$ cat src/rtl/fifo_pkg.sv
// Shared sizing helpers and default geometry for the parametrised FIFO.
package fifo_pkg;

  localparam int DEF_WIDTH = 8;
  localparam int DEF_DEPTH = 8;

  // Pointer width: enough bits to address DEPTH words.
  function automatic int ptr_width(input int depth);
    return (depth <= 2) ? 1 : $clog2(depth);
  endfunction

  // Count width: one extra bit so the value DEPTH is representable.
  function automatic int cnt_width(input int depth);
    return ptr_width(depth) + 1;
  endfunction

endpackage

$ cat src/rtl/fifo_mem_1r1w.sv
// DEPTH x WIDTH storage array: synchronous write, asynchronous read.
// Contents are intentionally not reset; occupancy is tracked by the owner.
module fifo_mem_1r1w
  import fifo_pkg::*;
#(
  parameter int WIDTH = DEF_WIDTH,
  parameter int DEPTH = DEF_DEPTH
) (
  input  logic                        clk,
  input  logic                        we,
  input  logic [ptr_width(DEPTH)-1:0] waddr,
  input  logic [WIDTH-1:0]            wdata,
  input  logic [ptr_width(DEPTH)-1:0] raddr,
  output logic [WIDTH-1:0]            rdata
);

  logic [WIDTH-1:0] mem_q [DEPTH];

  // Write port: capture one word per accepted write.
  always_ff @(posedge clk) begin
    if (we) begin
      mem_q[waddr] <= wdata;
    end
  end

  assign rdata = mem_q[raddr];

endmodule

$ cat src/rtl/param_sync_fifo.sv
// Parametrised single-clock FIFO with almost-full/empty flags, overflow and
// underflow pulses, synchronous flush and optional first-word-fall-through.
//
// Handshake: a write is taken on an edge when wr=1 and there is room, where a
// read accepted on the same edge counts as making room; a read is taken when
// rd=1 and the FIFO holds at least one word. A request that is not taken
// changes no state and raises overflow/underflow for exactly one cycle.
// Every output is driven from registered state only.
module param_sync_fifo
  import fifo_pkg::*;
#(
  parameter int WIDTH     = DEF_WIDTH,
  parameter int DEPTH     = DEF_DEPTH,
  parameter int AF_THRESH = 6,
  parameter int AE_THRESH = 2,
  parameter int FWFT      = 0
) (
  input  logic                  clk,
  input  logic                  rst,
  input  logic                  clr,
  input  logic                  wr,
  input  logic [WIDTH-1:0]      data_in,
  input  logic                  rd,
  output logic [WIDTH-1:0]      data_out,
  output logic                  full,
  output logic                  empty,
  output logic                  almost_full,
  output logic                  almost_empty,
  output logic [$clog2(DEPTH):0] fifo_cnt,
  output logic                  overflow,
  output logic                  underflow
);

  localparam int PW = ptr_width(DEPTH);
  localparam int CW = $clog2(DEPTH) + 1;

  localparam logic [CW-1:0] DEPTH_C = CW'(DEPTH);
  localparam logic [CW-1:0] AF_C    = CW'(AF_THRESH);
  localparam logic [CW-1:0] AE_C    = CW'(AE_THRESH);
  localparam logic [PW-1:0] PTR_ONE = PW'(1);

  logic [PW-1:0]    wr_ptr_q, wr_ptr_d;
  logic [PW-1:0]    rd_ptr_q, rd_ptr_d;
  logic [CW-1:0]    cnt_q, cnt_d;
  logic             full_q, full_d;
  logic             empty_q, empty_d;
  logic             af_q, af_d;
  logic             ae_q, ae_d;
  logic             ovf_q, ovf_d;
  logic             unf_q, unf_d;
  logic [WIDTH-1:0] data_out_q, data_out_d;

  logic             rd_ok;
  logic             wr_ok;
  logic             mem_we;
  logic [WIDTH-1:0] mem_rdata;

  fifo_mem_1r1w #(
    .WIDTH (WIDTH),
    .DEPTH (DEPTH)
  ) u_mem (
    .clk   (clk),
    .we    (mem_we),
    .waddr (wr_ptr_q),
    .wdata (data_in),
    .raddr (rd_ptr_q),
    .rdata (mem_rdata)
  );

  // Accept decisions, next pointers/count, and flags derived from next count
  // so they land in the same cycle as the count itself.
  always_comb begin
    rd_ok      = rd & ~empty_q;
    wr_ok      = wr & (~full_q | rd_ok);
    mem_we     = wr_ok & ~clr;
    wr_ptr_d   = wr_ptr_q;
    rd_ptr_d   = rd_ptr_q;
    cnt_d      = cnt_q;
    ovf_d      = 1'b0;
    unf_d      = 1'b0;
    data_out_d = data_out_q;

    if (clr) begin
      wr_ptr_d = '0;
      rd_ptr_d = '0;
      cnt_d    = '0;
    end else begin
      ovf_d = wr & ~wr_ok;
      unf_d = rd & ~rd_ok;
      if (wr_ok) begin
        wr_ptr_d = wr_ptr_q + PTR_ONE;
      end
      if (rd_ok) begin
        rd_ptr_d = rd_ptr_q + PTR_ONE;
        if (FWFT == 0) begin
          data_out_d = mem_rdata;
        end
      end
      case ({wr_ok, rd_ok})
        2'b10:   cnt_d = cnt_q + CW'(1);
        2'b01:   cnt_d = cnt_q - CW'(1);
        default: cnt_d = cnt_q;
      endcase
    end

    full_d  = (cnt_d == DEPTH_C);
    empty_d = (cnt_d == '0);
    af_d    = (cnt_d >= AF_C);
    ae_d    = (cnt_d <= AE_C);
  end

  // State registers; reset discards occupancy immediately.
  always_ff @(posedge clk or posedge rst) begin
    if (rst) begin
      wr_ptr_q   <= '0;
      rd_ptr_q   <= '0;
      cnt_q      <= '0;
      full_q     <= 1'b0;
      empty_q    <= 1'b1;
      af_q       <= 1'b0;
      ae_q       <= 1'b1;
      ovf_q      <= 1'b0;
      unf_q      <= 1'b0;
      data_out_q <= '0;
    end else begin
      wr_ptr_q   <= wr_ptr_d;
      rd_ptr_q   <= rd_ptr_d;
      cnt_q      <= cnt_d;
      full_q     <= full_d;
      empty_q    <= empty_d;
      af_q       <= af_d;
      ae_q       <= ae_d;
      ovf_q      <= ovf_d;
      unf_q      <= unf_d;
      data_out_q <= data_out_d;
    end
  end

  // In FWFT mode the head word is shown straight from storage, gated to zero
  // while empty; both terms come from registered state.
  assign data_out     = (FWFT != 0) ? (empty_q ? '0 : mem_rdata) : data_out_q;
  assign full         = full_q;
  assign empty        = empty_q;
  assign almost_full  = af_q;
  assign almost_empty = ae_q;
  assign fifo_cnt     = cnt_q;
  assign overflow     = ovf_q;
  assign underflow    = unf_q;

endmodule
$ cat config.mk
export PLATFORM = sky130hd
export DESIGN_NAME = param_sync_fifo
export DESIGN_NICKNAME = d
export VERILOG_FILES = /design/src/rtl/fifo_pkg.sv /design/src/rtl/fifo_mem_1r1w.sv /design/src/rtl/param_sync_fifo.sv
export SDC_FILE = /design/constraint.sdc
export NUM_CORES = 1
export LEC_CHECK = 0
export CELL_PAD_IN_SITES_DETAIL_PLACEMENT = 0
export CELL_PAD_IN_SITES_GLOBAL_PLACEMENT = 1
export CORE_MARGIN = 4
export CORE_UTILIZATION = 49
export CTS_BUF_LIST = sky130_fd_sc_hd__clkbuf_16
export CTS_CLUSTER_SIZE = 24
export DETAILED_ROUTE_END_ITERATION = 10
export PLACE_DENSITY = 0.8
export SKIP_LAST_GASP = 1
export SLEW_MARGIN = 10
export SYNTH_ARGS = -nofsm -noshare
export SYNTH_HDL_FRONTEND = slang
export SYNTH_HIERARCHICAL = 1
export SYNTH_SLANG_ARGS = --single-unit
$ cat constraint.sdc
create_clock -name clk -period 3.19 [get_ports clk]
set_input_delay 0.638 -clock clk [delete_from_list [all_inputs] [get_ports clk]]
set_output_delay 0.638 -clock clk [all_outputs]
set_load 0.05 [all_outputs]
======== After elaboration in Yosys (flattened, before gate mapping) ========
Memory sizes are Yosys's and may differ from the RTL's. A register that Yosys moved wholly into a read port is not among the register bits.
Cells that the tools add are included.
word-level totals
  register bits after elaboration ......... 16
  bits in latches ......................... 0
  RAM bits ................................ 64
  memory bits (read-only) ................. 0
  output and inout port bits .............. 18
  word-level logic and storage cells ...... 44
  memories ................................ 1
operators by class
  add/sub/neg operators ................... 4
  multiply operators ...................... 0
  divide/modulo/power cells ............... 0
  $lt $le $gt $ge ......................... 2
  equality and inequality tests ........... 3
  shift operators ......................... 0
  multiplexer cells ....................... 10
  bitwise operators ....................... 11
  reduce and logical (&&, ||, !) cells .... 4
memories
  name         depth  bits a word  read ports  clocked after Yosys merged registers in  wr ports  line                 RTL
  u_mem.mem_q  8      8            1           1                                        1         fifo_mem_1r1w.sv:17  logic [WIDTH-1:0] mem_q [DEPTH];
operators by type and width
  kind                                                                                  count
  3-bit two-way mux                                                                     4
  4-bit one-hot mux with 2 select lines                                                 1
  3-bit by 1-bit adder with 3-bit output (second input constant)                        2
  1-bit bitwise AND                                                                     5
  1-bit NOT                                                                             5
  4-bit by 1-bit adder with 4-bit output (second input constant)                        1
  4-bit == test (second input constant)                                                 1
  4-bit by 3-bit greater-or-equal comparator with 1-bit output (second input constant)  1
  4-bit by 2-bit less-or-equal comparator with 1-bit output (second input constant)     1
  4-bit logical NOT                                                                     1
  1-bit two-way mux                                                                     4
  4-bit two-way mux                                                                     1
  2-bit nonzero test                                                                    2
  4-bit by 1-bit subtractor with 4-bit output (second input constant)                   1
  2-bit by 1-bit == test with 1-bit output (second input constant)                      1
  2-bit == test (second input constant)                                                 1
  2-bit AND reduction                                                                   1
  1-bit OR                                                                              1

======== Depth between registers and ports, before layout ========
  depth after elaboration ................. 8
  gate-level depth with buffers ........... 13

======== Hierarchy ========
The synthesis kept the hierarchy.
modules (own cells, without submodules)
  module           instances  cells each  area an instance (µm²)  seq. area each (µm²)
  fifo_mem_1r1w    1          106         2531.2                  1921.8
  param_sync_fifo  1          95          1114.8                  603.1

======== Worst setup path after synthesis ========
OpenSTA, ideal clock, no wires.
  path type ............................... input-to-reg
  start ................................... input port rd
  end ..................................... register full_q, in the netlist full
  arrival time ............................ 2778 ps
  data required time ...................... 3122 ps
  setup slack ............................. 344 ps
  stages on the path ...................... 13
  buffers on the path ..................... 2
  path through ............................ nor2b_1 -> clkbuf_1 -> nand2b_1 -> nand2_1 -> ha_1 -> buf_4 -> xor2_1 -> ha_1 -> a21oi_1 -> xor2_1 -> nor2_1 -> xnor2_1 -> and4bb_1
on the way
  cells in the longest elaborated chain, start to end .. 7
ends and longest elaborated chain
  element                                                                    line                    RTL
  start, declared                                                            param_sync_fifo.sv:23   input logic rd,
  1-bit bitwise AND (*)                                                      param_sync_fifo.sv:73   rd_ok = rd & ~empty_q;
  1-bit OR                                                                   param_sync_fifo.sv:74   wr_ok = wr & (~full_q | rd_ok);
  1-bit bitwise AND                                                          param_sync_fifo.sv:74
  2-bit by 1-bit == test with 1-bit output or 2-bit == test (tied branches)  param_sync_fifo.sv:99   case ({wr_ok, rd_ok})
  4-bit one-hot mux with 2 select lines (*)                                  param_sync_fifo.sv:99
  4-bit two-way mux (*)                                                      param_sync_fifo.sv:83   if (clr) begin
  4-bit == test (*)                                                          param_sync_fifo.sv:106  full_d = (cnt_d == DEPTH_C);
  via full_d                                                                 param_sync_fifo.sv:45   logic full_q, full_d;
  end signal, assigned                                                       param_sync_fifo.sv:129  full_q <= full_d;
  end, declared                                                              param_sync_fifo.sv:45
Mark *: on every way through the listed nets, which the timed path passes. The rest lies on a longest branch.
A chain may end at the register's enable or synchronous reset.

======== Final worst setup path ========
Same ends and word-level chain as after synthesis.

==> run_results.csv <==
group,metric,value,unit
timing,fin_setup_tns,0,ps
worst_setup_path,cp-start-kind,"primary input",
min_path,hp-class,"reg -> reg",
grt,grt_pass1_vias,1811,
timing,fmax,362,MHz
detailed_routing,vias,1836,
worst_setup_path,crit_path_end_kind,"register",
floorplanning,rows,31,
synthesis,yosysWarnings,6,
detailed_routing,drtIter0Drc,71,
synthesis,netlist_instances,201,
timing,finalHoldViolations,0,
layout,drive_above_1_share,0.172,
worst_setup_path,crit_path_start,"rd",
power,cellPowerDensity,744,mW/mm^2
timing,fin_worst_skew,9.88,ps
grt,grt_usage,0.153,
detailed_routing,avgRoutedWirePerCell,17.6,um
power,leakage,1.60,nW
layout,diodes,0,
timing,slew_headroom,0.399,
clock_tree,cts_max_path_buffers,2,
flow_run,maxCapViolations,0,
clock_tree,cts_resized,0,
synthesis,ys_seq_area_frac,0.693,
clock_tree,path_clk_slew,70,ps
placement,dpl.hpwl,3940,um
timing,rsz0062_at_grt,"false",
worst_setup_path,arrival,3040,ps
synthesis,ys_ff_latch,88,
grt,grt_max_degree,25,
clock_tree,cts_setup_buffers,0,
synthesis,syn-cell-area,0.00365,sq mm
floorplanning,die_area,0.00888,sq mm
timing,drv_slew,0,
timing,holdWs,488,ps
outcome,status,"completed",
synthesis,synthDistinctLibCells,38,
power,ir_worst_vdd,308,uV
grt,antenna_found_initial,0,
grt,grt_pass1_wl,9720,um
worst_setup_path,cp.required,3470,ps
synthesis,synth_fp_nets,219,
timing,worst_slew_pin_slew,900,ps
worst_setup_path,cp_max_fo,5,
grt,grt.overflow.total,0,
floorplanning,fp.coreArea,0.00725,sq mm
detailed_routing,first_pass_iters,4,
power,report.power.total,3.28,mW
timing,timing.final.crit_share,0.865,
min_path,hold_start,"data_out[1]",
clock_tree,clock-sinks,88,
detailed_routing,viasPerCell,5.26,
floorplanning,start_util,0.503,
clock_tree,postCtsHoldBufs,0,
floorplanning,ios,31,
clock_tree,cts_buffers,9,
timing,finalWorstPathRequiredPeriod,2760,ps
detailed_routing,wirelength,6150,um
layout,syn_to_final_growth,20.7,%
worst_setup_path,reg2reg_from,"empty",
floorplanning,chipHeight,94.3,um
clock_tree,clock_latency,340,ps
detailed_routing,drc,0,
timing,setup_viol_count_final,0,
placement,place_congestion,0.695,
clock_tree,cts_max_level,3,
worst_setup_path,worstSetupPathType,"in -> reg",
clock_tree,cts_tree,"done",
detailed_routing,ant_nets,0,
layout,finalNetCount,263,
clock_tree,cts-root-buf,"clkbuf_16",
synthesis,synth_area_per_cell,18.1,sq um
floorplanning,dieWidth,94.3,um
placement,portBuffers,30,
-- critical path, stage by stage --
cell	delay, ps
clkdlybuf4s50_1	480
nor2b_1	200
nand2b_1	150
nand2_1	80
ha_1	210
xor2_1	160
ha_1	190
a21oi_1	150
xor2_1	160
nor2_1	60
xnor2_1	330
and4bb_1	230
-- registers in the layout, summed over array words and instances, names as in the netlist --
name and cells:
underflow 1, fifo_cnt 4, u_mem/mem_q 64, overflow 1, empty 1, data_out 8
rd_ptr_q 3, full 1, almost_empty 1, wr_ptr_q 3, almost_full 1
-- path summary, 6_finish.rpt --
check,endpoint,slack [ps],cells past startpoint
worst min register to register,data_out[1],490,1
worst max register to register,full,850,10
max in group asynchronous,fifo_cnt[1],1840,2
worst max-delay path,full,430,12
min in group asynchronous,full,790,2
worst min-delay path,data_out[1],490,1
-- cells by family after synthesis --
group                    count (synthesis)  share of synthesized area
flip-flops                              88                      0.693
AND/OR/NAND/NOR                         42                     0.0580
multiplexers                            34                      0.169
buffers and inverters                   13                     0.0223
AO/OA/AOI/OAI                           10                     0.0192
XOR/XNOR                                 9                     0.0216
adder cells (fa/ha/maj)                  5                     0.0172
-- routing by layer --
| layer | track usage | up-vias | share of wire |
|---|---|---|---|
| met2 | 0.232 | 49 | 0.47 |
| met1 | 0.210 | 913 | 0.46 |
| met3 | 0.0385 | 11 | 0.057 |
| li1 | - | 863 | - |
| met4 | 0.0650 | 0 | 0.013 |
| met5 | 0 | - | 0 |
-- cells in the final DEF, fill, tap and decap left out, types with 2 or more instances in the layout --
master            n
nand2b_1          5
mux4_1           15
mux2i_1           2
nand3_1           3
nand2_1           7
a21oi_1           3
clkinv_4          2
clkdlybuf4s50_1  30
nor3_1            2
nor2_1           18
dfstp_2           2
dfrtp_1          22
xnor2_1           3
inv_8             3
ha_1              5
mux2_1            8
clkbuf_16         9
inv_1             2
xor2_1            6
edfxtp_1         64
mux2_2            8
buf_4            14
-- area by class of cell --
type	instances	area (sq um)
inverters	2	7.51
well taps	99	124
clock buffers	9	225
repair buffers	44	405
fillers	561	2850
flip-flops and latches	88	2520
clock inverters	7	75.1
multi-input cells	100	1040
-- synth_stat cells (all sizes together) --
cell    instances  area (sq um)
xnor2           3          26.3
o22ai           1          6.26
or2             1          6.26
a21oi           4          23.8
dfstp           2          52.6
and3b           1          8.76
inv             2          7.51
mux4           16           417
nor3b           2          20.0
nand3           3          15.0
a211oi          1          7.51
nand2           7          26.3
clkbuf          4          15.0
nand2b          5          31.3
buf             7          58.8
nor3            2          10.0
a31o            1          8.76
mux2           16           180
a41o            1          10.0
edfxtp         64          1920
xor2            6          52.6
o21ai           1          5.00
nor2           18          67.6
ha              5          62.6
a211o           1          8.76
nand3b          1          7.51
nor2b           1          6.26
dfrtp          22           551
and4bb          1          12.5
mux2i           2          20.0
-- stage by stage --
| stage | worst slack, ps | instances | area (sq um) | util |
|---|---|---|---|---|
| after floorplan | 344 | 201 | 3650 | - |
| after global placement | 119 | 333 | 4100 | 0.565 |
| after detailed placement | 100 | 333 | 4100 | 0.565 |
| after CTS | 420 | 349 | 4400 | 0.607 |
| after global routing | 191 | 349 | 4400 | 0.607 |
| final | 430 | 349 | 4400 | 0.607 |
-- where the power goes --
group | total [mW] | internal, mW | switching, mW
Combinational | 0.843 | 0.336 | 0.507
Sequential | 1.41 | 1.34 | 0.0730
Clock | 1.02 | 0.553 | 0.467
Total | 3.28 | 2.23 | 1.05
Power figures use the tool's default switching activity.
